<file path="src/rtl/seq_mult_pkg.sv">
// Shared types for the sequential shift-and-add multiplier.
// Latency: n/a (types only).
// Backpressure: n/a (types only).
package seq_mult_pkg;

    // Controller states: waiting, iterating partial products, result pulse.
    typedef enum logic [1:0] {
        S_IDLE = 2'd0,
        S_RUN  = 2'd1,
        S_DONE = 2'd2
    } state_t;

endpackage

</file>
<file path="src/rtl/mult_add_stage.sv">
// N-bit adder with carry-out feeding the product-high register.
// Latency: purely combinational.
// Backpressure: none; the result follows the inputs.
module mult_add_stage #(
    parameter int N = 8
) (
    input  logic [N-1:0] hi,
    input  logic [N-1:0] addend,
    output logic [N-1:0] sum,
    output logic         c
);

    // Carry-in is always zero; the carry-out becomes the new top bit of Hi.
    assign {c, sum} = {1'b0, hi} + {1'b0, addend};

endmodule

</file>
<file path="src/rtl/seq_mult.sv">
// Unsigned N x N -> 2N shift-and-add multiplier, one partial product per clock.
// Latency: accepting edge is cycle 0, N RUN cycles, Done pulses in cycle N+1.
// Backpressure: Start is honoured only while Ready=1 (IDLE or DONE); ignored in RUN.
module seq_mult
    import seq_mult_pkg::*;
#(
    parameter int N = 8
) (
    input  logic           Clock,
    input  logic           Reset,
    input  logic           Start,
    input  logic [N-1:0]   A,
    input  logic [N-1:0]   B,
    output logic           Ready,
    output logic           Done,
    output logic [2*N-1:0] P
);

    localparam int CW = $clog2(N + 1);

    state_t        state;
    state_t        state_nxt;
    logic [N-1:0]  areg;
    logic [N-1:0]  hi;
    logic [N-1:0]  lo;
    logic [CW-1:0] cnt;
    logic [N-1:0]  addend;
    logic [N-1:0]  sum;
    logic          c;
    logic          load;
    logic          step;
    logic          last;

    // The multiplicand is added only when the current multiplier bit is set.
    assign addend = lo[0] ? areg : '0;
    assign last   = (cnt == CW'(1));

    mult_add_stage #(
        .N(N)
    ) u_add (
        .hi    (hi),
        .addend(addend),
        .sum   (sum),
        .c     (c)
    );

    // State register; reset forces IDLE immediately, killing any operation.
    always_ff @(posedge Clock or posedge Reset) begin
        if (Reset) begin
            state <= S_IDLE;
        end else begin
            state <= state_nxt;
        end
    end

    // Next state and handshake outputs. RUN never looks at Start, so an
    // unknown Start while busy cannot disturb the operation.
    always_comb begin
        state_nxt = state;
        load      = 1'b0;
        step      = 1'b0;
        Ready     = 1'b0;
        Done      = 1'b0;
        case (state)
            S_IDLE: begin
                Ready = 1'b1;
                if (Start) begin
                    load      = 1'b1;
                    state_nxt = S_RUN;
                end
            end
            S_RUN: begin
                step = 1'b1;
                if (last) begin
                    state_nxt = S_DONE;
                end
            end
            S_DONE: begin
                Ready = 1'b1;
                Done  = 1'b1;
                if (Start) begin
                    load      = 1'b1;
                    state_nxt = S_RUN;
                end else begin
                    state_nxt = S_IDLE;
                end
            end
            default: begin
                state_nxt = S_IDLE;
            end
        endcase
    end

    // Operand capture, shift-add iteration and result register. P only
    // changes on the final iteration so the previous product stays visible
    // throughout RUN.
    always_ff @(posedge Clock or posedge Reset) begin
        if (Reset) begin
            areg <= '0;
            hi   <= '0;
            lo   <= '0;
            cnt  <= '0;
            P    <= '0;
        end else if (load) begin
            areg <= A;
            lo   <= B;
            hi   <= '0;
            cnt  <= CW'(N);
        end else if (step) begin
            hi  <= {c, sum[N-1:1]};
            lo  <= {sum[0], lo[N-1:1]};
            cnt <= cnt - CW'(1);
            if (last) begin
                P <= {c, sum, lo[N-1:1]};
            end
        end
    end

endmodule
</file>
<file path="config.mk">
export PLATFORM = sky130hd
export DESIGN_NAME = seq_mult
export DESIGN_NICKNAME = d
export VERILOG_FILES = /design/src/rtl/seq_mult_pkg.sv /design/src/rtl/mult_add_stage.sv /design/src/rtl/seq_mult.sv
export SDC_FILE = /design/constraint.sdc
export NUM_CORES = 1
export LEC_CHECK = 0
export ABC_AREA = 0
export CORE_MARGIN = 8
export CORE_UTILIZATION = 56
export DETAILED_ROUTE_END_ITERATION = 8
export PLACE_DENSITY = 0.88
export SLEW_MARGIN = 25
export SYNTH_ARGS = -nofsm -noshare
export SYNTH_HDL_FRONTEND = slang
export SYNTH_SLANG_ARGS = --single-unit
</file>
<file path="constraint.sdc">
create_clock -name Clock -period 4 [get_ports Clock]
set_input_delay 1.2 -clock Clock [delete_from_list [all_inputs] [get_ports Clock]]
set_output_delay 1.2 -clock Clock [all_outputs]
set_load 0.05 [all_outputs]
</file>
Yosys cells after proc, flatten, opt, wreduce, memory -nomap -nowiden
Cells that the tools add are included.
{"block": "word_totals", "input_bits": 19, "output_inout_bits": 18, "wordCells": 35, "regBits": 46}
{"block": "classes", "n_eq_ne": 5, "n_addsub": 2, "bitwise_logic": 1, "n_mux": 16, "n_reduce_logical": 5}
{"op": "$mux W8", "count": 5}
{"op": "$add A8 B8 Y9", "count": 1}
{"op": "$mux W4", "count": 2}
{"op": "$mux W1", "count": 6}
{"op": "$pmux W2 S3", "count": 1}
{"op": "$eq A4 B1 Y1 const B", "count": 1}
{"op": "$mux W2", "count": 2}
{"op": "$ne A2 B2 Y1 const B", "count": 2}
{"op": "$sub A4 B1 Y4 const B", "count": 1}
{"op": "$reduce_and A3 Y1", "count": 1}
{"op": "$eq A2 B1 Y1 const B", "count": 1}
{"op": "$eq A2 B2 Y1 const B", "count": 1}
{"op": "$logic_not A2 Y1", "count": 1}
{"op": "$reduce_and A2 Y1", "count": 1}
{"op": "$reduce_bool A2 Y1", "count": 1}
{"op": "$reduce_or A2 Y1", "count": 1}
{"op": "$not A1 Y1", "count": 1}

Longest topological paths before layout
{"block": "logic_depth", "ltp_word": 5, "ltp_mapped": 9, "ltp_nobuf": 7}

Cells and area by module
From an unflattened synthesis, not the netlist that was laid out.
{"block": "hier_totals", "cells_unflattened": 200, "hier_area_um2": 2260.9}
{"module": "seq_mult", "n_inst": 1, "area_each_um2": 1936.9, "seq_area_each_um2": 1151.1, "cells_each": 158}
{"module": "mult_add_stage", "n_inst": 1, "area_each_um2": 324.1, "seq_area_each_um2": 0.0, "cells_each": 42}

Least setup slack after synthesis
OpenSTA, ideal clock, no wires.
{"block": "synth_timing", "path_type": "reg2out", "startpoint": "register state[0]", "endpoint": "output Done", "arrival_ps": 1097, "n_path_buf": 0, "t_required_ps": 2800, "setup_slack_ps": 1703, "path_stages_with_launch": 2, "path_cell_list": "dfrtp_1 -> nor2b_1"}
{"block": "synth_between", "elab_chain_len": 2}
{"element": "from (decl)", "line": "seq_mult.sv:21", "text": "state_t state;"}
{"element": "from (signal assigned)", "line": "seq_mult.sv:52", "text": "state <= state_nxt;"}
{"element": "$eq A2 B2 Y1", "line": "seq_mult.sv:64", "text": "case (state)"}
{"element": "$mux W1", "line": "seq_mult.sv:64"}
{"element": "to (decl)", "line": "seq_mult.sv:15", "text": "output logic Done,"}
Every way passes these cells.

Final worst setup path
Same ends and word-level chain as after synthesis.

==> results.json <==
{
  "outcome": "finished, final reports clean",
  "antennaDiodeCount": 0,
  "grt_overflow_total": 0,
  "cts_tree": "built",
  "cpMaxStageDelayCell": "clkdlybuf4s50_1",
  "dr.first_iter.drc_count": 144,
  "max_stage_delay_ns": 0.82,
  "irDropWorstVdd_mv": 0.3752,
  "die_h_um": 78.59,
  "final_layout_size_suffix_gt1_share_pct": 11.16,
  "grt_pass1_vias": 1759,
  "max_freq_mhz": 349.7,
  "syn_nets": 241,
  "cts-root-buf": "clkbuf_8",
  "io_pins": 37,
  "fin_crit_sh_pct": 71.49,
  "r2r_setup_slack_ns": 1.50,
  "worst_ep_arrival_time_ns": 1.66,
  "syn_inst": 211,
  "synth-main-ff-cell": "dfrtp_1",
  "syn_avg_cell_area_sq_um": 10.40,
  "leakage_nw": 1.274,
  "ys_seq_area_share_pct": 52.48,
  "antenna_found_initial": 0,
  "die_w_um": 78.59,
  "rows": 22,
  "finalSetupViolations": 0,
  "core_area_sq_um": 3716,
  "vias": 1649,
  "nFillCells": 275,
  "maxSlewHeadroom_pct": 52.81,
  "wire_per_inst_um": 15.39,
  "postRouteAntennaNets": 0,
  "gp_congestion": 0.8553,
  "dr.pass1.iters": 4,
  "cp_top_family": "buffers and inverters",
  "route.detailed.drc": 0,
  "worstPathCellList": "nor2b_1 > clkdlybuf4s50_1",
  "finalNetCount": 280,
  "grt_use_total_pct": 16.63,
  "numCtsBuffers": 5,
  "synth_seq_cells": 46,
  "clockBufferDepth": 2,
  "worst_setup_hold_path_clk_slew_ns": 0.09,
  "p_per_area_nw_per_um2": 868.1,
  "finalSetupTns_ns": 0,
  "initial_core_util_pct": 59.02,
  "fin_worst_skew_ns": 0.008869,
  "clkLatencyLatePin_ns": 0.31,
  "critPathLaunchType": "register",
  "yosys_warnings": 0,
  "synth_edf_count": 0,
  "io_buffers": 36,
  "routed_wl_um": 4602,
  "crit_path_max_fanout": 5,
  "htree_levels": 2,
  "mappedNetlistArea_sq_um": 2193,
  "fin_crit_ns": 2.860,
  "finalHoldViolations": 0,
  "cp_num_buf_inv": 1,
  "holdWs_ns": 0.4816,
  "hpwl_um": 3304,
  "crit_path_end_kind": "output pin",
  "grt_max_degree": 31,
  "rsz0062_at_grt": "no",
  "required_ns": 2.80,
  "hold_path_class": "register to register",
  "area_delta_synth_final_pct": 22.99,
  "vias_per_cell": 5.515,
  "critPathKind": "register to output pin",
  "hold_buffers": 0,
  "drv_cap": 0,
  "worst_pin_slew_ns": 0.7046,
  "cts_resized": 0,
  "synth_cell_type_count": 37,
  "grt_pass1_wl_um": 8079,
  "die_area_sq_um": 6176,
  "finalMaxSlewViolations": 0,
  "cts_setup_buffers": 0,
  "cts_num_sinks": 46,
  "final_util_pct": 72.59,
  "synth_async_sr_flop_share_pct": 100.0
}
-- cell usage in the layout (no fill, tap or decap), types with 4 or more instances in the layout --
cell type / instances
nand2_1: 54
a22oi_1: 9
clkbuf_8: 5
inv_1: 4
dfrtp_1: 46
a21oi_1: 5
clkdlybuf4s50_1: 36
a22o_1: 4
nor2_1: 5
buf_4: 4
xnor2_1: 4
o21ai_0: 10
mux2_2: 11
and2_1: 9
ha_1: 10
-- registers in the layout, summed over array words and instances, names as in the netlist --
name,count
hi,8
areg,8
lo,8
cnt,4
state,2
P,16
-- metrics by stage --
| step | area (sq um) | setup WS (ns) | instances | power (mW) |
|---|---|---|---|---|
| global placement | 2605 | 1.298 | 291 | 2.010 |
| CTS | 2698 | 1.119 | 299 | 2.353 |
| floorplan | 2193 | 1.703 | 211 | 1.708 |
| finish | 2698 | 1.140 | 299 | 2.342 |
| detailed placement | 2608 | 1.303 | 291 | 2.063 |
| global route | 2698 | 1.083 | 299 | 2.520 |
-- cell type report --
class	instances	area, sq um	area share (%)
multi-input cells	152	987.2	36.60
clock inverters	3	21.27	0.7885
inverters	5	18.77	0.6957
repair buffers	40	390.4	14.47
well taps	48	60.06	2.226
flip-flops and latches	46	1151	42.67
clock buffers	5	68.82	2.551
-- per-layer routing --
| metal | part of all wire, % | vias to the layer above | track usage [%] |
|---|---|---|---|
| li1 | - | 797 | - |
| met1 | 46 | 805 | 19.61 |
| met2 | 47 | 42 | 27.42 |
| met3 | 5.2 | 5 | 4.442 |
| met4 | 2.0 | 0 | 8.148 |
| met5 | 0 | - | 0 |
-- Yosys cell counts (2+ instances only) --
master | count | area [sq um]
xnor2_1 | 4 | 35.03
a21oi_1 | 5 | 25.02
nor2b_1 | 3 | 18.77
nand2b_1 | 2 | 12.51
a22o_1 | 4 | 35.03
ha_1 | 10 | 125.1
nor3_1 | 2 | 10.01
nor2_1 | 5 | 18.77
o31ai_1 | 2 | 15.01
mux2_2 | 11 | 123.9
o21ai_0 | 10 | 50.05
o21a_1 | 2 | 15.01
a22oi_1 | 9 | 67.56
a211oi_1 | 3 | 22.52
and2_1 | 9 | 56.30
a21o_1 | 3 | 22.52
dfrtp_1 | 46 | 1151
clkbuf_1 | 5 | 18.77
inv_1 | 5 | 18.77
nand2_1 | 54 | 202.7
-- worst paths after layout --
path	end	start	cells after the start
setup reg to reg	P[13]	lo[0]	7
setup / recovery	Done	state[0]	2
hold reg to reg	P[3]	P[3]	2
hold / removal	P[3]	P[3]	2
max in group asynchronous	P[13]	Reset	3
min in group asynchronous	P[5]	Reset	2
-- logic make-up (layout without fill, tap and decap cells) --
group / after synthesis / count (layout) / share of synthesized area, %
and+or+nand+nor: 82 / 82 / 16.94
DFF: 46 / 46 / 52.48
AOI/OAI and AO/OA: 42 / 42 / 13.23
buffers and inverters: 13 / 53 / 2.624
muxes: 12 / 12 / 6.104
adders and majority gates: 11 / 11 / 6.617
xor gates and xnor gates: 5 / 5 / 1.996
-- worst reg2reg max path, cell delays in order (launching register included) --
cell,delay [ns]
dfrtp_1,0.50
and2_1,0.19
ha_1,0.23
fa_1,0.43
a211oi_1,0.34
o21ai_0,0.18
a211oi_1,0.35
mux2_2,0.22
-- where the power goes --
group	switching, mW	leakage (nW)	total, mW	internal, mW
clock network	0.161	0.0441	0.284	0.123
logic	0.733	0.656	1.24	0.506
registers	0.140	0.574	0.819	0.679
Power figures use the tool's default switching activity.
==> RTL edit 1: new RTL, same settings <==
Encoding of `state_t`: now one-hot (3 bits for 3 states).
--- a/src/rtl/seq_mult_pkg.sv
+++ b/src/rtl/seq_mult_pkg.sv
@@ -6,6 +6,6 @@
     // Controller states: waiting, iterating partial products, result pulse.
-    typedef enum logic [1:0] {
-        S_IDLE = 2'd0,
-        S_RUN  = 2'd1,
-        S_DONE = 2'd2
+    typedef enum logic [2:0] {
+        S_IDLE = 3'b001,
+        S_RUN  = 3'b010,
+        S_DONE = 3'b100
     } state_t;
Check against the original RTL: no difference found for any inputs over 4 cycles, from zero or initial values and one cycle with Reset high; so few cycles prove little.
==> RTL edit 1 against the unedited design <==
- routed wire length grew 6.8%
- synthesized area increased by 1.9%
- via count hardly changed
- final area up 1.3%
- sequential share of layout area rose by 0.40 points
- sequential power shrank 5.4%
- clock power is 5% higher
- fmax is 9.2% lower
- sequential cell count up 1
- combinational power fell by 31%
- non-clock buffer count decreased by 3
- total power shrank 18%
- worst setup slack lost 0.29 ns
- core utilization down 2.7 points
==> RTL edit 1: results (changes against the unedited design) <==
- 1st-iter DRT viols: 125 (was 144)
- Post-synthesis cell type count: 40 (was 37)
- Sequential share of power: 0.403 (was 0.350)
- GRT Total Usage: 0.166 (about the same)
- Placed Area: 0.00263 sq mm (was 0.00261 sq mm)
- Layout cells sized above 1: 0.128 (was 0.112)
- Maximum net fanout on the critical path: 6 (was 5)
- GPL Wtd Cong: 0.927 (was 0.855)
- Slew @ Worst Pin: 0.782 ns (was 0.705 ns)
- Nets@finish: 263 (was 280)
- Post-synthesis sequential area ratio: 0.527 (was 0.525)
- Commonest cells in the netlist: dfrtp_1 (46), nand2_1 (34), and2_1 (17), mux2_2 (13), ha_1 (10) (was nand2_1 (54), dfrtp_1 (46), mux2_2 (11), ha_1 (10), o21ai_0 (10))
- Fillers: 300 (was 275)
- Synth top area cells: dfrtp_1 (51%), mux2_2 (6.5%), nand2_1 (5.7%) (was dfrtp_1 (52%), nand2_1 (9.2%), ha_1 (5.7%))
- Syn Nets: 226 (was 241)
- Status: complete, no violations (unchanged)
- Non-filler cells in the finished layout: 284 (was 299)
- Largest net degree at the start of global routing: 48 (was 31)
- Routed WL: 4920 microns (was 4600 microns)
- Global-route wire length before repair: 8140 microns (was 8080 microns)
- Cells after DPL: 276 (was 291)
- Clk_skew: 0.00906 ns (was 0.00887 ns)
- Synthesized instance count: 196 (was 211)
- Peak supply drop: 340 uV (was 375 uV)
- DR vias/cell: 5.81 (was 5.52)
- Combinational Power: 0.850 mW (was 1.24 mW)
- Pre-CTS WS: 1.10 ns (was 1.30 ns)
- LEAKAGE: 1.30 nW (was 1.27 nW)
- DP Wirelength: 3440 microns (was 3300 microns)
- CTS root buf: clkbuf_8 (unchanged)
- Sw Pwr: 0.787 mW (was 1.03 mW)
- Internal Power: 1.14 mW (was 1.31 mW)
- Number of global-route vias before repair: 1745 (was 1759)
- Hold Crit Class: flop to flop (unchanged)
RTL edit 1: layer usage:
metal	vias to the layer above	global-route usage	routed length, microns
li1	763	-	-
met1	813	0.200	2130
met2	60	0.270	2420
met3	14	0.0474	270
met4	0	0.0759	97
met5	-	0	0
RTL edit 1: layout make-up:
| class | instances | area, sq um | share of cell area |
|---|---|---|---|
| Multi-Input combinational cell | 137 | 1010 | 0.370 |
| Tap cell | 50 | 62.6 | 0.0229 |
| Clock buffer | 5 | 68.8 | 0.0252 |
| Timing Repair Buffer | 37 | 368 | 0.135 |
| Sequential cell | 47 | 1180 | 0.431 |
| Clock inverter | 3 | 25.0 | 0.00915 |
| Inverter | 5 | 21.3 | 0.00778 |
RTL edit 1: worst paths after layout:
check,start,end,slack (ns),cells past startpoint
worst max-delay path,state[0],Ready,0.85,3
worst min-delay path,P[0],P[0],0.48,2
worst min register to register,P[0],P[0],0.48,2
min in group asynchronous,Reset,P[12],1.33,2
max in group asynchronous,Reset,hi[7],2.20,2
worst max register to register,lo[0],P[13],1.63,7
RTL edit 1: worst max-delay path: stages (launching register included):
cell	delay [ns]
dfstp_2	0.62
xnor2_1	0.09
nor2_1	0.12
clkdlybuf4s50_1	0.82
RTL edit 1: logic make-up (layout without fill, tap and decap cells):
kind of cell | after synthesis | count (layout) | synth area share
buf+inv | 12 | 50 | 0.0280
simple gates | 70 | 70 | 0.160
fa+ha+maj | 11 | 11 | 0.0649
flops | 47 | 47 | 0.527
compound gates | 35 | 35 | 0.123
mux | 14 | 14 | 0.0699
xor+xnor | 7 | 7 | 0.0274
==> RTL edit 2: new RTL, same settings <==
Made on the original files. `N` is set to 8 in 2 places; all go to 16.
--- a/src/rtl/mult_add_stage.sv
+++ b/src/rtl/mult_add_stage.sv
@@ -4,3 +4,3 @@
 module mult_add_stage #(
-    parameter int N = 8
+    parameter int N = 16
 ) (
--- a/src/rtl/seq_mult.sv
+++ b/src/rtl/seq_mult.sv
@@ -6,3 +6,3 @@
 #(
-    parameter int N = 8
+    parameter int N = 16
 ) (
Ports: changed (resized A, B and P); port bits go from 37 to 69. The function was not compared with the original's and may differ.
==> RTL edit 2 against the unedited design <==
- final area rose by 93%
- routed wire length grew 120%
- synthesized area grew 91%
- worst setup slack got worse by 0.13 ns
- register-to-register slack got worse by 0.29 ns
- total power rose by 95%
- sequential cell count rose by 41
- fmax is 4.3% lower
==> RTL edit 2: results (changes against the unedited design) <==
- Post-synthesis xor/xnor area fraction: 0.0334 (was 0.0200)
- Post-synthesis mux area share: 0.0188 (was 0.0610)
- FF/Latch Area: 0.00218 sq mm (was 0.00115 sq mm)
- 1st-iter DRT viols: 195 (was 144)
- Synth Area in Adders: 0.0585 (was 0.0662)
- R2R Setup Slk: 1.21 ns (was 1.50 ns)
- Routed WL: 10100 microns (was 4600 microns)
- TritonRoute pass-1 iters: 5 (was 4)
- Post-synthesis sequential area ratio: 0.520 (was 0.525)
- Hold endpoint: P[11] (was P[3])
- Maximum net fanout on the critical path: 4 (was 5)
- Via count: 3395 (was 1649)
- Clk_lat worst skew: 0.36 ns (was 0.31 ns)
- Largest net degree at the start of global routing: 48 (was 31)
- ClkCell Share: 0.0467 (was 0.0334)
- Die area: 0.0105 sq mm (was 0.00618 sq mm)
- RR Endpoint: P[29] (was P[13])
- Cells after DPL: 597 (was 291)
- Max reg flops: 32 (was 16)
- LEAKAGE: 2.52 nW (was 1.27 nW)
- R2r worst-path depth: 9 (was 7)
- Htree depth: 3 (was 2)
- #MultiIn Comb: 331 (was 152)
- Multi-input gate area: 0.00190 sq mm (was 987 sq um)
- Synth top area cells: dfrtp_1 (52%), nand2_1 (14%), ha_1 (5.4%) (was dfrtp_1 (52%), nand2_1 (9.2%), ha_1 (5.7%))
- Clock Power: 0.750 mW (was 0.284 mW)
- Fraction of area in multi-input gates: 0.365 (was 0.366)
- Cell area power density: 879 mW/mm^2 (was 868 mW/mm^2)
- Critical hold path startpoint: P[11] (was P[3])
- Status: complete, no violations (unchanged)
- Non-filler cells in the finished layout: 612 (was 299)
- Invs w/o clock: 7 (was 5)
- Layout cells sized above 1: 0.0721 (was 0.112)
- Sw Pwr: 2.02 mW (was 1.03 mW)
- Synth Area in Compound Gates: 0.128 (was 0.132)
- Slew @ Worst Pin: 0.780 ns (was 0.705 ns)
- Non-clock buffer share: 0.140 (was 0.145)
- Max incr delay on CP: 0.84 ns (was 0.82 ns)
- GPL Wtd Cong: 0.872 (was 0.855)
- Hold Slack: 0.477 ns (was 0.482 ns)
- Commonest cells in the netlist: nand2_1 (160), dfrtp_1 (87), ha_1 (18), o21ai_0 (18), and2_1 (16) (was nand2_1 (54), dfrtp_1 (46), mux2_2 (11), ha_1 (10), o21ai_0 (10))
- Number of global-route vias before repair: 3531 (was 1759)
- Port bufs: 68 (was 36)
- DP Wirelength: 7000 microns (was 3300 microns)
- Pre-CTS WS: 1.10 ns (was 1.30 ns)
- GRT Total Usage: 0.203 (was 0.166)
- CP arrival: 1.79 ns (was 1.66 ns)
- Clk_skew: 0.0148 ns (was 0.00887 ns)
## RTL edit 2: changes by cell type after synthesis, moves of 8 or more
cell / change
dfrtp_1: +41
nand2_1: +106
o21ai_0: +8
ha_1: +8
clkbuf_1: +10
a21oi_1: +8
## RTL edit 2: critical path: cells and delay by family, from the launching register on
family	cells	cell delay, ns
buffers and inverters	1	0.84
flip-flops	1	0.44
AND/OR/NAND/NOR	1	0.15
## RTL edit 2: per-layer routing
metal | up-vias | global-route usage | wire length (microns)
met4 | 0 | 0.0779 | 206
met1 | 1635 | 0.262 | 4480
met5 | - | 0 | 0
li1 | 1618 | - | -
met3 | 21 | 0.0405 | 558
met2 | 121 | 0.328 | 4870
## RTL edit 2: worst max path at each step
stage	slack, ns	end
2_1_floorplan	0.55	P[0]
5_1_grt	0.96	Ready
3_3_place_gp	1.15	lo[0]
3_5_place_dp	1.10	cnt[1]
6_report	1.01	Done
4_1_cts	1.01	Done
